**config.mk**
```make
export PLATFORM = sky130hd
export DESIGN_NAME = regb_fifo_packer
export DESIGN_NICKNAME = d
export VERILOG_FILES = /design/src/rtl/regb_fifo_packer.sv
export SDC_FILE = /design/constraint.sdc
export NUM_CORES = 1
export LEC_CHECK = 0
export ABC_AREA = 1
export ABC_CLOCK_PERIOD_IN_PS = 2100
export BUFFER_PORTS_ARGS = -buffer_cell sky130_fd_sc_hd__buf_4
export CAP_MARGIN = 20
export CELL_PAD_IN_SITES_DETAIL_PLACEMENT = 2
export CELL_PAD_IN_SITES_GLOBAL_PLACEMENT = 2
export CORE_UTILIZATION = 31
export CTS_BUF_LIST = sky130_fd_sc_hd__clkbuf_8
export DETAILED_ROUTE_END_ITERATION = 10
export GPL_ROUTABILITY_DRIVEN = 0
export PLACE_DENSITY = 0.87
export SKIP_CTS_REPAIR_TIMING = 1
export SLEW_MARGIN = 20
export SYNTH_ARGS = -nofsm -noshare
export SYNTH_HDL_FRONTEND = slang
export SYNTH_SLANG_ARGS = --single-unit
```
**constraint.sdc**
```tcl
create_clock -name clk -period 2.1 [get_ports clk]
set_input_delay 0.525 -clock clk [delete_from_list [all_inputs] [get_ports clk]]
set_output_delay 0.525 -clock clk [all_outputs]
set_load 0.05 [all_outputs]
```
**src/rtl/regb_fifo_packer.sv**
```systemverilog
// regb_fifo_packer
// Drain-side consumer of the register-based shift FIFO. It pops WIDTH-bit
// words from the FIFO head and packs RATIO consecutive words into one wide
// word. The wide word is then offered downstream with a valid/ack handshake.
//
// Ports
//   clk            single clock, rising edge
//   res_n          asynchronous active-low reset
//   fifo_data      FIFO head word (valid while fifo_empty_n=1)
//   fifo_empty_n   FIFO head holds a valid word
//   fifo_shift_out pop strobe (combinational); FIFO drops its head on this edge
//   flush          emit a partially filled word (ignored when nothing is captured)
//   out_data       packed word; the first popped word sits in bits [WIDTH-1:0]
//   out_count      number of valid words in out_data
//   out_valid      out_data/out_count are valid and held until out_ack
//   out_ack        downstream accepts the word (only while out_valid=1)

// One packing slot. It loads on its write strobe and clears when the held
// word is acknowledged, so slots that have not been written always read 0.
module regb_fifo_packer_slot #(
    parameter int WIDTH = 4
) (
    input  logic             clk,
    input  logic             res_n,
    input  logic             wr,
    input  logic             clr,
    input  logic [WIDTH-1:0] din,
    output logic [WIDTH-1:0] q
);
    always_ff @(posedge clk or negedge res_n) begin
        if (!res_n)   q <= '0;
        else if (clr) q <= '0;
        else if (wr)  q <= din;
    end
endmodule

module regb_fifo_packer #(
    parameter int WIDTH = 4,
    parameter int RATIO = 4
) (
    input  logic                       clk,
    input  logic                       res_n,
    input  logic [WIDTH-1:0]           fifo_data,
    input  logic                       fifo_empty_n,
    output logic                       fifo_shift_out,
    input  logic                       flush,
    output logic [WIDTH*RATIO-1:0]     out_data,
    output logic [$clog2(RATIO+1)-1:0] out_count,
    output logic                       out_valid,
    input  logic                       out_ack
);
    localparam int CW = $clog2(RATIO+1);

    typedef enum logic {FILL, HOLD} state_t;

    state_t                       state;
    logic [CW-1:0]                cnt;
    logic [CW-1:0]                cnt_nxt;
    logic                         pop;
    logic                         clr;
    logic [RATIO-1:0][WIDTH-1:0]  slots;

    // Gating with res_n keeps the FIFO from being popped while reset is held,
    // even before the asynchronous reset has forced the state to FILL.
    assign pop            = (state == FILL) & fifo_empty_n & res_n;
    assign fifo_shift_out = pop;
    assign cnt_nxt        = cnt + CW'(pop);
    assign clr            = (state == HOLD) & out_ack;
    assign out_data       = slots;

    // Each slot captures when it is the current fill position, so the pop
    // and its capture happen on the same edge.
    for (genvar i = 0; i < RATIO; i++) begin : g_slot
        regb_fifo_packer_slot #(.WIDTH(WIDTH)) u_slot (
            .clk   (clk),
            .res_n (res_n),
            .wr    (pop && (cnt == CW'(i))),
            .clr   (clr),
            .din   (fifo_data),
            .q     (slots[i])
        );
    end

    always_ff @(posedge clk or negedge res_n) begin
        if (!res_n) begin
            state     <= FILL;
            cnt       <= '0;
            out_count <= '0;
            out_valid <= 1'b0;
        end else begin
            case (state)
                FILL: begin
                    cnt <= cnt_nxt;
                    // A pop on the flush edge is counted before deciding;
                    // a flush with nothing captured is dropped.
                    if ((cnt_nxt == CW'(RATIO)) || (flush && (cnt_nxt != '0))) begin
                        state     <= HOLD;
                        out_valid <= 1'b1;
                        out_count <= cnt_nxt;
                    end
                end
                HOLD: begin
                    // Returning to FILL here yields the one-cycle bubble:
                    // the next pop can only happen on the following edge.
                    if (out_ack) begin
                        state     <= FILL;
                        cnt       <= '0;
                        out_count <= '0;
                        out_valid <= 1'b0;
                    end
                end
                default: begin
                    state <= FILL;
                end
            endcase
        end
    end
endmodule

```
Yosys cells after proc, flatten, opt, wreduce, memory -nomap -nowiden
Index checks and enable logic that the tools add are counted.

Word-level logic and storage cells: 50. Input bits: 9. Output and inout bits: 21. Flip-flop bits (word level): 24.

Reduce and logical (&&, ||, !) cells: 13. Add/sub/neg operators: 1. Bitwise operators: 4. Multiplexer cells: 18. Equal/unequal tests: 6.

Operators by type and width (number): 4-bit 2-to-1 mux (8); 3-bit case mux with 2 select lines (2); 2-bit nonzero test (4); 3-bit by 2-bit == test with 1-bit output, second input constant (2); 3-bit 2-to-1 mux (2); 1-bit logical AND (5); 1-bit 2-to-1 mux (4); 1-bit case mux with 2 select lines (2); 3-bit by 1-bit adder with 3-bit output (1); 1-bit bitwise AND (3); 3-bit by 1-bit == test with 1-bit output, second input constant (1); 3-bit == test, second input constant (1); 3-bit zero test (1); 3-bit nonzero test (1); 2-bit by 1-bit inequality test with 1-bit output, second input constant (1); 2-bit inequality test, second input constant (1); 2-bit AND reduction (1); 1-bit logical OR (1); 1-bit NOT (1).

Depth between registers and ports, before layout
Depth in word-level cells: 9. Depth in mapped cells: 10.

Modules after synthesis
Synthesis repeated with hierarchy kept, for this count alone.

Cell total of the unflattened synthesis: 122. Area, all modules: 1046.0 um2.

Modules (own cells, without submodules): regb_fifo_packer_slot (instances 4, cells an instance 18, area an instance 160.2 um2); regb_fifo_packer (instances 1, cells an instance 50, area an instance 405.4 um2).

Least setup slack after synthesis
Ideal clock, no wire load.

Path type: in2reg. From: input fifo_empty_n. To: register out_count[0]. Setup slack: -97 ps. Library setup time: 120 ps. Path buffers: 0. Stages on the path: 10. Arrival time: 2077 ps. Required time: 1980 ps. Cell sequence: nand2_1 -> nor2_4 -> ha_1 -> ha_1 -> nor2_1 -> nor2_1 -> nor2_1 -> nand2_1 -> nand3_1 -> nand2_1.

Cells in the longest elaborated chain, start to end: 8. Elaborated cells on any way between the ends: 11.

RTL lines: start, declared (line 44) `input logic fifo_empty_n,`; 1-bit bitwise AND * (2 in series) (line 65) `assign pop = (state == FILL) & fifo_empty_n & res_n;`; net fifo_shift_out (line 45) `output logic fifo_shift_out,`; 3-bit by 1-bit adder with 3-bit output * (line 67) `assign cnt_nxt = cnt + CW'(pop);`; 3-bit nonzero test (line 96) `if ((cnt_nxt == CW'(RATIO)) || (flush && (cnt_nxt != '0))) begin`; 1-bit logical AND (line 96); 1-bit logical OR (line 96); 2-bit by 1-bit inequality test with 1-bit output (no source line); 2-bit AND reduction (no source line); end signal, assigned (line 99) `out_count <= cnt_nxt;`; end, declared (line 48) `output logic [$clog2(RATIO+1)-1:0] out_count,`.

The timed path passes the listed nets; every way through them passes the cells marked *. The select of a mux whose other input is x is not followed. A chain may end at the register's enable or synchronous reset.

Final worst setup path
From: register state. To: output fifo_shift_out.

Cells in the longest elaborated chain, start to end: 3.

RTL lines: start, declared (line 56) `state_t state;`; start signal, assigned (line 86) `state <= FILL;`; start signal, assigned (line 97) `state <= HOLD;`; start signal, assigned (line 106) `state <= FILL;`; 1-bit NOT; 1-bit bitwise AND (2 in series) (line 65); end, declared (line 45).

No other way between the ends.

==> impl_metrics.toml <==
[synthesis]
ys_seq_area_share_pct = 53.69
synth_top_family_by_area = "simple AND/OR/NAND/NOR gates"
netlist_top_cells_area = "dfrtp_1 (54%), nand2_1 (16%), nand3_1 (11%)"
yosysTopAreaCellShare_pct = 53.69
synth_mux_area_share_pct = 0
ys_ff_latch = 24
synth-adder-area-share_pct = 2.237
synth_nets = 141
synth_compound_area_share_pct = 2.349
synth-xor-area-share_pct = 0
yosys.area_share.simple_pct = 37.70
avgSynthCellArea_um2 = 8.604
ys_warn_count = 0
synth_area_leader_cell = "dfrtp_1"
synthCells = 130
synth_area_mm2 = 0.001119
ys_types = 15

[worst_setup_path]
end_kind = "output port"
start_kind = "flop"
reg2reg_from = "state"
crit_fanout = 9
critPathLaunch = "state"
cp.required_ns = 1.57
r2r_slack_ns = 0.31
arrival_ns = 1.32
setup.worst_path.class = "flop to output port"

[layout]
n_fill_cell = 386
final_cell_mix = "nand2_1 (46), buf_4 (32), nand3_1 (24), dfrtp_1 (24), inv_1 (10)"
area_growth_pct = 32.77
drive_gt1_share_pct = 31.29
final_common_cell = "nand2_1"
diodes = 0
multi_input_area_um2 = 508.0
register_area_um2 = 600.6
nets = 176

[routing]
drt-total-wl_um = 3125
viasPerCell = 4.785
num_vias = 1000
drtAntennaViolNets = 0
wire_per_inst_um = 14.95
drt_iter0_drc = 17
drc = 0
drt_pass1_iterations = 4

[floorplan]
core_area_mm2 = 0.003390
die_w_um = 62.07
dieArea_mm2 = 0.003853
die_y_um = 62.07
num_io_pins = 30
rows = 21
start_util_pct = 33.00

[clocking]
clockBufferDepth = 2
clock-sinks = 24
cts_tree = "yes"
clk_latency_ns = 0.26
numCtsBuffers = 3
cts_htree_levels = 1
cts.root.buffer_cell = "clkbuf_8"
path_clk_slew_ns = 0.08

[timing]
worst_pin_slew_ns = 0.3681
relSlewSlack_pct = 75.37
setup_violations = 0
slew_violations = 0
fin_tns_setup_ns = 0
rsz0062_at_grt = "false"
whs_ns = 0.2611
skew_ns = 0.003115
min_period_ns = 1.847
max_freq_mhz = 541.3
min_period_over_period_pct = 87.97
hold_viol = 0

[placement]
io_buffers = 29
dp_hpwl_um = 2454

[global_route]
overflow = 0
grt_first_pass_wirelength_um = 4836
grt_pass1_vias = 1003
grt.total_usage_pct = 17.67
grt_max_degree = 25
antenna_found_initial = 0

[pwr]
irDropWorstVdd_uv = 594.4
p_per_area_mw_per_mm2 = 1515
totalPowerFinal_mw = 2.251
p_leak_nw = 0.8061

[job]
drv_cap = 0

[run_status]
outcome = "completed"

[worst_hold_path]
worst_hold_path_type = "primary input to async pin"
cells in the mapped netlist (all sizes together):
library cell and n:
clkbuf 2, dfrtp 24, ha 2, inv 10
nand2 50, nand3 27, nor2 10, nor3 1
o21ai 3, or2 1
worst paths after layout:
kind / to / depth (start not counted)
worst min-delay path: out_count[2] / 2
worst min register to register: out_valid / 2
min in group clk: out_valid / 2
worst max-delay path: fifo_shift_out / 3
max in group asynchronous: g_slot[0].u_slot.q[3] / 2
worst max register to register: out_count[0] / 9
cells by family (layout without fill, tap and decap cells):
logic type | Yosys count | count (layout)
AO/OA/AOI/OAI | 3 | 3
adder cells (fa/ha/maj) | 2 | 2
buffers and inverters | 12 | 45
flip-flops | 24 | 24
AND/OR/NAND/NOR | 89 | 89
power by group:
part           internal (mW)  total (mW)  switching, mW
clock                  0.128       0.271          0.143
combinational          0.364        1.24          0.876
sequential             0.621       0.740          0.118
total                   1.11        2.25           1.14
worst max-delay path: stages (launching register included):
cell	delay, ns
dfrtp_1	0.48
nor2_4	0.16
buf_4	0.21
buf_4	0.22
flip-flops by register name (all words and copies together), names as in the netlist:
name	count
out_valid	1
g_slot.u_slot.q	16
state	1
out_count	3
cnt	3
metrics by stage:
step / std cells / util, % / worst slack (ns) / area (um2)
after detailed placement: 206 / 42.60 / 0.1064 / 1444
after global routing: 209 / 43.82 / 0.1753 / 1485
after floorplan: 130 / - / 0.004290 / 1154
after CTS: 209 / 43.82 / 0.2381 / 1485
final: 209 / 43.82 / 0.2525 / 1485
after global placement: 206 / 42.60 / 0.2368 / 1444
routing by layer:
metal / GRT usage, % / vias up / wire length [um]
met2: 30.70 / 14 / 1589
met3: 2.484 / 2 / 74
met5: 0 / - / 0
met4: 4.762 / 0 / 12
li1: - / 478 / -
met1: 22.91 / 506 / 1448
cell type report:
class                      count  share of cell area, %
clock buffer                   3                  2.780
inverter                      10                  2.527
multi-input combinational     94                  34.20
sequential                    24                  40.44
tap                           46                  3.875
timing repair buffer          32                  16.18
No activity file was read; power rests on OpenSTA's default activity.
